==> src/rtl/fwd_hazard_ctrl.sv <==
// Forwarding and load-use hazard controller for a 5-stage pipeline.
// Tracks destination info for the stages ahead of ID and drives registered ALU operand selects.
module fwd_hazard_ctrl #(
    parameter int REG_AW = 5,
    parameter int CNT_W  = 16
) (
    input  logic              clk,
    input  logic              reset,
    input  logic              ext_stall,
    input  logic              flush,
    input  logic              id_valid,
    input  logic [REG_AW-1:0] id_rs,
    input  logic [REG_AW-1:0] id_rt,
    input  logic              id_uses_rs,
    input  logic              id_uses_rt,
    input  logic [REG_AW-1:0] id_rd,
    input  logic              id_regwrite,
    input  logic              id_memread,
    output logic [1:0]        fwd_a,
    output logic [1:0]        fwd_b,
    output logic              pc_write,
    output logic              ifid_write,
    output logic              idex_bubble,
    output logic [CNT_W-1:0]  stall_count
);

    localparam logic [1:0] SEL_RF  = 2'b00;
    localparam logic [1:0] SEL_WB  = 2'b01;
    localparam logic [1:0] SEL_MEM = 2'b10;

    typedef enum logic [1:0] {
        ACT_ADV,
        ACT_HOLD,
        ACT_FLUSH,
        ACT_LU
    } act_e;

    // Only EX and MEM copies are kept: an instruction already in WB is never a forwarding source.
    logic [REG_AW-1:0] ex_rd_reg;
    logic              ex_rw_reg;
    logic              ex_mr_reg;
    logic [REG_AW-1:0] mem_rd_reg;
    logic              mem_rw_reg;
    logic [1:0]        fwd_a_reg;
    logic [1:0]        fwd_b_reg;
    logic [CNT_W-1:0]  stall_cnt_reg;

    logic [2*REG_AW-1:0] src_vec;
    logic [1:0]          used_vec;
    logic [1:0]          lu_hit;
    logic [3:0]          sel_next;
    logic                ex_is_load;
    logic                lu;
    act_e                act;

    assign src_vec    = {id_rt, id_rs};
    assign used_vec   = {id_uses_rt, id_uses_rs};
    assign ex_is_load = ex_mr_reg && ex_rw_reg && (ex_rd_reg != '0);

    genvar gi;
    generate
        for (gi = 0; gi < 2; gi++) begin : g_src
            logic [REG_AW-1:0] src;
            logic [1:0]        sel;

            assign src = src_vec[gi*REG_AW +: REG_AW];
            // ex_is_load already excludes r0, so a match here implies a non-zero source
            assign lu_hit[gi] = used_vec[gi] && ex_is_load && (src == ex_rd_reg);

            always_comb begin
                sel = SEL_RF;
                if (used_vec[gi] && (src != '0)) begin
                    if (ex_rw_reg && !ex_mr_reg && (ex_rd_reg == src)) begin
                        sel = SEL_MEM;
                    end else if (mem_rw_reg && (mem_rd_reg == src)) begin
                        sel = SEL_WB;
                    end
                end
            end

            assign sel_next[gi*2 +: 2] = sel;
        end
    endgenerate

    assign lu = id_valid && (|lu_hit);

    always_comb begin
        act = ACT_ADV;
        if (ext_stall) begin
            act = ACT_HOLD;
        end else if (flush) begin
            act = ACT_FLUSH;
        end else if (lu) begin
            act = ACT_LU;
        end
    end

    always_comb begin
        pc_write    = 1'b1;
        ifid_write  = 1'b1;
        idex_bubble = 1'b0;
        if (!reset) begin
            unique case (act)
                ACT_HOLD: begin
                    pc_write   = 1'b0;
                    ifid_write = 1'b0;
                end
                ACT_FLUSH: begin
                    idex_bubble = 1'b1;
                end
                ACT_LU: begin
                    pc_write    = 1'b0;
                    ifid_write  = 1'b0;
                    idex_bubble = 1'b1;
                end
                default: begin
                end
            endcase
        end
    end

    always_ff @(posedge clk) begin
        if (reset) begin
            ex_rd_reg     <= '0;
            ex_rw_reg     <= 1'b0;
            ex_mr_reg     <= 1'b0;
            mem_rd_reg    <= '0;
            mem_rw_reg    <= 1'b0;
            fwd_a_reg     <= SEL_RF;
            fwd_b_reg     <= SEL_RF;
            stall_cnt_reg <= '0;
        end else if (act != ACT_HOLD) begin
            mem_rd_reg <= ex_rd_reg;
            mem_rw_reg <= ex_rw_reg;
            if (act == ACT_ADV) begin
                ex_rd_reg <= id_rd;
                ex_rw_reg <= id_valid && id_regwrite;
                ex_mr_reg <= id_valid && id_memread;
                fwd_a_reg <= sel_next[1:0];
                fwd_b_reg <= sel_next[3:2];
            end else begin
                ex_rd_reg <= '0;
                ex_rw_reg <= 1'b0;
                ex_mr_reg <= 1'b0;
                fwd_a_reg <= SEL_RF;
                fwd_b_reg <= SEL_RF;
            end
            // A flush hides any coincident load-use, so only a real bubble is counted
            if ((act == ACT_LU) && (stall_cnt_reg != {CNT_W{1'b1}})) begin
                stall_cnt_reg <= stall_cnt_reg + 1'b1;
            end
        end
    end

    assign fwd_a       = fwd_a_reg;
    assign fwd_b       = fwd_b_reg;
    assign stall_count = stall_cnt_reg;

endmodule

==> config.mk <==
export PLATFORM = sky130hd
export DESIGN_NAME = fwd_hazard_ctrl
export DESIGN_NICKNAME = d
export VERILOG_FILES = /design/src/rtl/fwd_hazard_ctrl.sv
export SDC_FILE = /design/constraint.sdc
export NUM_CORES = 1
export LEC_CHECK = 0
export CAP_MARGIN = 5
export CORE_MARGIN = 4
export CORE_UTILIZATION = 43
export CTS_CLUSTER_DIAMETER = 60
export CTS_CLUSTER_SIZE = 24
export DETAILED_ROUTE_END_ITERATION = 7
export HOLD_SLACK_MARGIN = 0.08
export PLACE_DENSITY = 0.75
export REMOVE_ABC_BUFFERS = 1
export SLEW_MARGIN = 5
export SYNTH_ARGS = -nofsm -noshare
export SYNTH_HDL_FRONTEND = slang
export SYNTH_SLANG_ARGS = --single-unit
==> constraint.sdc <==
create_clock -name clk -period 1.9 [get_ports clk]
set_input_delay 0.285 -clock clk [delete_from_list [all_inputs] [get_ports clk]]
set_output_delay 0.285 -clock clk [all_outputs]
set_load 0.01 [all_outputs]
Word level (Yosys, flattened, before mapping)
Cells that the tools add are included.
- bits in registers: 33
- bits of input ports: 24
- output and inout port bits: 23
- $add $sub $neg: 1
- eq/ne operators: 11
- mux-type cells: 18
- reduce and logical (&&, ||, !) cells: 26
- operators by type and width (kind ; count):
    equality test 5 bit ; 6
    two-way mux 2 bit ; 9
    logical AND 1 bit ; 17
    adder 16 x 1 -> 16 bit, second input constant ; 1
    != test 16 bit, second input constant ; 1
    nonzero test 5 bit ; 3
    two-way mux 1 bit ; 8
    OR reduction 2 bit ; 3
    two-way mux 5 bit ; 1
    equality test 2 bit, second input constant ; 2
    equality test 2 x 1 -> 1 bit, second input constant ; 1
    zero test 2 bit ; 1
    != test 2 x 1 -> 1 bit, second input constant ; 1
    AND reduction 2 bit ; 1
    zero test 1 bit ; 1

Logic depth before layout (Yosys ltp)
Gate-level depths: netlist of run 1.
- word-level depth: 13
- mapped depth: 8
- gate-level depth less buffers: 6

Worst setup path after synthesis of run 1
No wires, ideal clock.
- path kind: register to register
- from: register stall_cnt_reg[0], in the netlist stall_count[0]
- to: register stall_cnt_reg[10], in the netlist stall_count[10]
- arrival time: 1.862 ns
- required time: 1.779 ns
- slack: -0.082 ns
- stages on the path, launching flop included: 8
- buffers on the path: 1
- clock period less this slack: 1.982 ns
- cell sequence: dfxtp_1 -> ha_1 -> and4_4 -> a311oi_2 -> o21ai_2 -> buf_6 -> nor3_1 -> mux2_2
- cells in the longest elaborated chain, start to end: 3
- elaborated cells between the ends (all ways): 4
- classes of those cells: 1 x add/sub; 1 x eq/ne; 2 x reduce/logical
- RTL lines (element ; RTL line ; RTL):
    start: declaration ; 46 ; logic [CNT_W-1:0] stall_cnt_reg;
    start signal: assignment ; 150 ; stall_cnt_reg <= stall_cnt_reg + 1'b1;
    branches (longest 3 deep; another with adder 16 x 1 -> 16 bit) ; -- ;
Parallel ways; which one is timed is not known.
A chain may end at the register's enable or synchronous reset.

Worst setup path in the final report of run 1
- from: register ex_rd_reg[1]
- to: output port pc_write
- cells in the longest elaborated chain, start to end: 13
- elaborated cells between the ends (all ways): 18
- classes of those cells: 4 x eq/ne; 5 x mux; 9 x reduce/logical
- RTL lines (element ; RTL line ; RTL):
    start: declaration ; 39 ; logic [REG_AW-1:0] ex_rd_reg;
    start signal: assignment ; 136 ; ex_rd_reg <= id_rd;
    nonzero test 5 bit ; 58 ; assign ex_is_load = ex_mr_reg && ex_rw_reg && (ex_rd_reg != '0);
    logical AND 1 bit ; 58 ;
    logical AND 1 bit (2 in a row) ; 68 ; assign lu_hit[gi] = used_vec[gi] && ex_is_load && (src == ex_rd_reg);
    OR reduction 2 bit * ; 85 ; assign lu = id_valid && (|lu_hit);
    logical AND 1 bit * ; 85 ;
    two-way mux 2 bit * ; 93 ; end else if (lu) begin
    two-way mux 2 bit * ; 91 ; end else if (flush) begin
    two-way mux 2 bit * ; 89 ; if (ext_stall) begin
    equality test 2 bit or equality test 2 x 1 -> 1 bit (tied branches) ; 103 ; unique case (act)
    OR reduction 2 bit (no source line) * ; -- ;
    two-way mux 1 bit * ; 103 ;
    two-way mux 1 bit * ; 102 ; if (!reset) begin
    end: declaration ; 21 ; output logic pc_write,
Mark *: on every way between the ends. The rest lies on a longest branch, timed or not.

==> metrics, run 1 <==
status finished, violations left; violations in the final reports setup timing; average via count per standard cell roughly 5.5; Port-buffer cells 46; DR iter-0 viols approximately 110; average wire per standard cell ~17 µm; total power draw between 1500 and 2000 µW; Core Footprint roughly 3800 µm²; number of antenna violations at the first check in global routing 0; vias in the first global route between 1,500 and 2,000; Synth Register Bits 33; CTS tree done; root buffer selected by CTS clkbuf_8; clock sink count 33; pre-CTS setup slack -584 ps; global-route wire length before repair 8920 µm; effective utilization at floorplan 0.455; max-cap viol count 0; aggregate global-route resource usage 0.224; delay of the slowest critical-path stage between 500 and 600 ps; last weighted congestion value of the routability-driven placer 0.908; clock latency on the worst-skew pair approximately 300 ps; y dimension of the die 71.2 µm; total congestion overflow 0; smallest hold slack 427 ps; number of different library cells in the post-synthesis netlist 36; antenna-violating nets left 0; unrepaired setup endpoints after global routing true; first-pass iteration count of the detailed router 4; post-route fraction of the period consumed by the critical path 1.14; Bufs and invs on worst path 2; Largest delay share family, worst path simple AND/OR/NAND/NOR gates; Boundary Pins 47; required time at the endpoint of the critical path 1620 ps; final net count 327; clock transition at the register clock pins on the worst setup and hold paths after CTS 70 ps; classification of the worst setup path reg2out; number of buffers created by CTS 5; crit path capture type primary output; clock buffer depth 2; maximum level of the CTS H-tree 2; number of cells produced by synthesis 198; final hold viol count 0; die width 71.2 µm; count of endpoints failing setup in the final report 25; setup ws final -267 ps; count of synthesis-stage warnings from yosys 0; power per unit of standard cell area 527 nW/µm²; register area share after synthesis 0.385; Relative slew margins 0.749; Final Max Slew Viols 0; DRT Wirelength a little under 6000 µm; Max Clock Skew 7.50 ps; final std cell area, no fill 2930 µm²; maximum frequency from static timing analysis 0.461 GHz; cell-by-cell listing of the critical path or4_4 > o21ai_4 > o21ba_4 > buf_6 > a21oi_4 > buf_6; area of the mapped netlist 1720 µm²; number of fill cells approximately 250; largest fanout on the critical path 2; maximum resistive drop on vdd ~0.00043 V; arrival time at the worst endpoint 1880 ps; area post-placement 2560 µm²; fraction of layout instances using a drive strength above 1 0.353; highest-delay cell along the critical path or4_4; number of flip-flops under the largest register name 16; Setup crit start kind flip-flop; die area 5060 µm²; Remaining DRCs 0; DPL Wire Length 3750 µm; most used cell, CP buf_6; average instance area after synthesis 8.66 µm²; Leakage Power 0.00115 µW; slew at the pin with the worst max-slew slack 373 ps; number of diodes added for antenna fixing 0; routed via count 1,917; pin count of the biggest net entering global routing 26; clock period minus worst slack between 2000 and 2500 ps; number of rows created at floorplan 22; worst hold-check path type in2reg; synthesis-to-layout area growth 71.0%
==> layout make-up <==
type | count | area, µm² | area share
Timing Repair Buffer | 104 | 921 | 0.314
Inverter | 3 | 11.3 | 0.00384
Tap cell | 48 | 60.1 | 0.0205
Clock inverter | 1 | 5.00 | 0.00171
Sequential cell | 33 | 668 | 0.228
Clock buffer | 7 | 96.3 | 0.0328
Multi-Input combinational cell | 155 | 1170 | 0.400
==> layout by cell type, fill, tap and decap left out, types with 3 or more instances in the layout <==
master           count
o21ai_4              3
clkdlybuf4s50_1     37
or3_1                7
inv_1                3
nor2_1              18
xnor2_2              3
o21ai_0              8
buf_4               50
a21oi_1             12
or4_1                4
buf_6                9
a22o_1               5
a21oi_2              3
mux2i_1              7
nor2b_1              3
a32o_1               4
clkbuf_8             7
o21ai_1              3
nand2_1             12
xor2_1               8
nor3_1               3
dfxtp_2              6
dlymetal6s2s_1       3
xnor2_1             10
dfxtp_1             27
nand3_1             11
dlygate4sd2_1        3
==> path summary, 6_finish.rpt <==
kind | startpoint | endpoint | slack, ps | depth (start not counted)
setup reg to reg | ex_rd_reg[3] | stall_count[3] | -140 | 10
setup / recovery | ex_rd_reg[1] | pc_write | -270 | 6
hold / removal | id_valid | ex_mr_reg | 430 | 2
hold reg to reg | fwd_b[1] | fwd_b[1] | 450 | 2
==> cell families after synthesis <==
logic type	after synthesis	share of synthesized area
buf+inv	11	0.0328
mux	8	0.0474
compound gates	44	0.168
simple gates	79	0.247
fa+ha+maj	1	0.00729
flops	33	0.385
xor+xnor	22	0.112
==> what timing repair did <==
item / in CTS / in global routing
pin swaps: 26 / 13
endpoints found under the setup margin: 27 / 28
buffers inserted: 5 / 5
endpoints found under the hold margin: 0 / 0
hold buffers: 0 / 0
gates cloned: 2 / 0
resized for setup: 44 / 22
==> worst reg2reg max path, stage by stage, from the launching register on <==
cell and delay, ps:
dfxtp_1 320, buf_4 170, xnor2_2 170, nand3_1 170, nor2_4 150, buf_4 130
buf_4 130, o21ai_4 100, buf_6 160, or3_1 360, a21oi_1 120
==> power breakdown <==
| part | switching, µW | internal (µW) | total, µW | leakage (µW) |
|---|---|---|---|---|
| Sequential | 6.49 | 700 | 706 | 0.000269 |
| Combinational | 108 | 133 | 241 | 0.000824 |
| Clock | 272 | 328 | 600 | 0.0000542 |
==> through the flow <==
| stage | util | setup TNS, ps | instances |
|---|---|---|---|
| 2_1_floorplan | - | -572 | 190 |
| 3_3_place_gp | 0.679 | -10530 | 333 |
| 3_5_place_dp | 0.679 | -12080 | 333 |
| 4_1_cts | 0.740 | -1550 | 347 |
| 5_1_grt | 0.778 | -4460 | 351 |
| 6_report | 0.778 | -2440 | 351 |
==> routing by layer <==
metal | GRT usage | vias to the layer above | wire length [µm] | part of all wire
met4 | 0.0772 | 0 | 84 | 0.014
met5 | 0 | - | 0 | 0
met3 | 0.0398 | 7 | 256 | 0.044
met1 | 0.277 | 929 | 2480 | 0.43
met2 | 0.388 | 58 | 2980 | 0.51
li1 | - | 923 | - | -
==> synthesized netlist by cell type <==
cell type,n,share of area
o21ai_1,1,0.0029
o21ai_0,11,0.032
and3_1,3,0.011
nor3b_1,1,0.0044
or4_1,6,0.026
a311oi_2,1,0.0088
nand4_1,2,0.0073
mux2i_1,7,0.041
o21ai_2,2,0.010
buf_1,2,0.0044
inv_1,3,0.0066
or2_2,2,0.0073
a22o_1,5,0.026
buf_4,2,0.0088
and4_4,1,0.0066
xnor2_1,14,0.071
nand3_1,12,0.035
dfxtp_1,33,0.39
nor2b_1,3,0.011
nor2_1,20,0.044
clkbuf_1,3,0.0066
o31ai_1,2,0.0088
o211ai_1,1,0.0044
mux2_2,1,0.0066
nor4_1,2,0.0073
nand2_1,12,0.026
a32o_1,4,0.023
ha_1,1,0.0073
buf_6,1,0.0066
and3_4,1,0.0066
a21oi_1,16,0.047
o21ba_2,1,0.0058
or3_1,9,0.033
xor2_1,8,0.041
nor3_1,4,0.012
nor3_4,1,0.0095
Power figures use the tool's default switching activity.
==> run 2, diff against run 1 <==
--- a/config.mk
+++ b/config.mk
@@ -14,6 +14,7 @@
 export HOLD_SLACK_MARGIN = 0.08
 export PLACE_DENSITY = 0.75
 export REMOVE_ABC_BUFFERS = 1
+export SETUP_SLACK_MARGIN = 0.4
 export SLEW_MARGIN = 5
 export SYNTH_ARGS = -nofsm -noshare
 export SYNTH_HDL_FRONTEND = slang
==> run 2 against run 1 <==
The flow still finishes with violations (setup timing). First-iteration DRC count increased by 43%. Worst setup slack lost 11 ps. Sequential power about the same. Routed wire length is 7.9% higher. Hold slack worse by 11 ps. Largest cell class unchanged. Critical path type unchanged. Register-to-register slack got worse by 50 ps. Global-route usage increased by 0.64 points. Largest power group unchanged. Clock power about the same. Combinational power about the same. Critical endpoint unchanged.
==> metrics, run 2 (synthesis results as in run 1) <==
status finished, violations left; violations in the final reports setup timing; number of fill cells 241; internal power component 1160 µW; arrival time at the worst endpoint 1890 ps; max-cap viol count 0; clock latency on the worst-skew pair ~300 ps; die width approximately 70 µm; average via count per standard cell around 5.6; unrepaired setup endpoints after global routing true; relative contribution of the clock network to total power 0.388; highest-delay cell along the critical path or4_4; count of cell instances traversed by the critical path 6; Leakage Power 0.00127 µW; cell-by-cell listing of the critical path or4_4 > o21ai_4 > o21ba_4 > buf_6 > a21oi_4 > buf_6; largest fanout on the critical path 2; first-pass iteration count of the detailed router 4; number of cells on the worst reg-to-reg path 10; DPL Wire Length 3750 µm; Largest delay share family, worst path simple AND/OR/NAND/NOR gates; last weighted congestion value of the routability-driven placer 0.908; power per unit of standard cell area roughly 520 nW/µm²; clock transition at the register clock pins on the worst setup and hold paths after CTS 70 ps; number of buffers created by CTS 5; fraction of power spent switching nets 0.255; root buffer selected by CTS clkbuf_8; number of diodes added for antenna fixing 0; fraction of layout instances using a drive strength above 1 0.414; maximum level of the CTS H-tree 2; setup ws final -278 ps; routed via count between 1,500 and 2,000; pre-CTS setup slack -584 ps; smallest hold slack 416 ps; vias in the first global route ~2,000; die area 5060 µm²; Final Max Slew Viols 0; count of endpoints failing setup in the final report 27; clock sink count 33; maximum frequency from static timing analysis 0.459 GHz; Remaining DRCs 0; combinational power share 0.157; number of antenna violations at the first check in global routing 0; DR iter-0 viols 156; global-route wire length before repair between 9000 and 10,000 µm; synthesis-to-layout area growth 73.7%; most frequent standard cell in the layout excluding fill and tap cells buf_4; CTS tree done; final hold viol count 0; hold path cells 2; delay of the slowest critical-path stage 570 ps; Boundary Pins 47; Relative slew margins 0.776; clock buffer depth 2; Max Clock Skew 4.89 ps; number of rows created at floorplan 22; clock period minus worst slack 2180 ps; slew at the pin with the worst max-slew slack about 340 ps; post-route fraction of the period consumed by the critical path 1.15; switching power between 300 and 400 µW; y dimension of the die 71.2 µm; total congestion overflow 0; average wire per standard cell 17.8 µm; Core Footprint 3770 µm²; most used cell, CP buf_6; highest-count cells in the layout ignoring fill and taps buf_4 (43), dfxtp_1 (27), nor2_1 (18); Sequential Power Share 0.455; maximum resistive drop on vdd 0.000444 V; pin count of the biggest net entering global routing 26; required time at the endpoint of the critical path ~1600 ps; effective utilization at floorplan 0.455; crit path capture type primary output; final net count 328; Bufs and invs on worst path 2; classification of the worst setup path reg2out; count of hold-fix buffers inserted at cts 0; antenna-violating nets left 0; Port-buffer cells 46; aggregate global-route resource usage 0.230; DRT Wirelength 6260 µm; number of flip-flops under the largest register name 16; Setup crit start kind flip-flop; total power draw 1550 µW; worst hold-check path type in2reg
## run 2: changes by cell type in the layout (fill, tap and decap cells not counted), moves of 2 or more
cell | before | now
buf_2 | 2 | 5
buf_4 | 50 | 43
buf_6 | 9 | 17
clkbuf_2 | 0 | 4
clkdlybuf4s50_1 | 37 | 17
dlygate4sd2_1 | 3 | 17
dlymetal6s2s_1 | 3 | 1
or4_1 | 4 | 2
or4_4 | 2 | 4
xnor2_1 | 10 | 7
xnor2_2 | 3 | 7
## run 2: final timing paths
path | slack, ps | to | start
setup / recovery | -280 | pc_write | ex_rd_reg[1]
hold / removal | 420 | ex_mr_reg | id_valid
setup reg to reg | -190 | stall_count[14] | ex_rd_reg[1]
hold reg to reg | 450 | fwd_b[1] | fwd_b[1]
## run 2: power groups by stage
stage	clock [µW]	sequential, µW	combinational, µW
3_3_place_gp	0	720	201
3_5_place_dp	0	721	204
5_1_grt	627	707	256
4_1_cts	604	705	213
6_report	601	706	243
2_1_floorplan	0	723	63.3
## run 2: what timing repair did
| item | CTS | global route |
|---|---|---|
| endpoints found under the setup margin | 45 | 31 |
| cloned | 2 | 0 |
| setup buffers | 8 | 1 |
| gates resized for setup | 87 | 39 |
| pin swaps | 35 | 16 |
## run 2: worst register-to-register path, stage by stage (launching register included)
cell	delay (ps)
dfxtp_1	310
or4_4	570
o21ai_4	160
buf_4	130
buf_6	90
a311oi_4	40
o21ai_4	160
buf_6	150
buf_6	110
o21ai_0	130
a21oi_1	170
## run 2: layout make-up
class | count | area [µm²] | share of cell area
clock inverters | 1 | 5.00 | 0.00168
multi-input cells | 155 | 1240 | 0.415
flip-flops and latches | 33 | 668 | 0.224
clock buffers | 7 | 96.3 | 0.0323
repair buffers | 105 | 902 | 0.303
well taps | 48 | 60.1 | 0.0202
inverters | 3 | 11.3 | 0.00378
## run 2: per-stage QoR
step	TNS, ps	util	instances	area [µm²]
6_report	-2990	0.790	352	2980
5_1_grt	-4920	0.790	352	2980
4_1_cts	-2310	0.750	351	2830
3_5_place_dp	-12080	0.679	333	2560
3_3_place_gp	-10530	0.679	333	2560
2_1_floorplan	-572	-	190	1670
## run 2: layer usage
metal	wire length, µm	part of all wire	track usage	vias up
met5	0	0	0	-
met4	156	0.025	0.100	0
met1	2440	0.39	0.270	943
met3	398	0.064	0.0497	16
li1	-	-	-	932
met2	3270	0.52	0.400	96
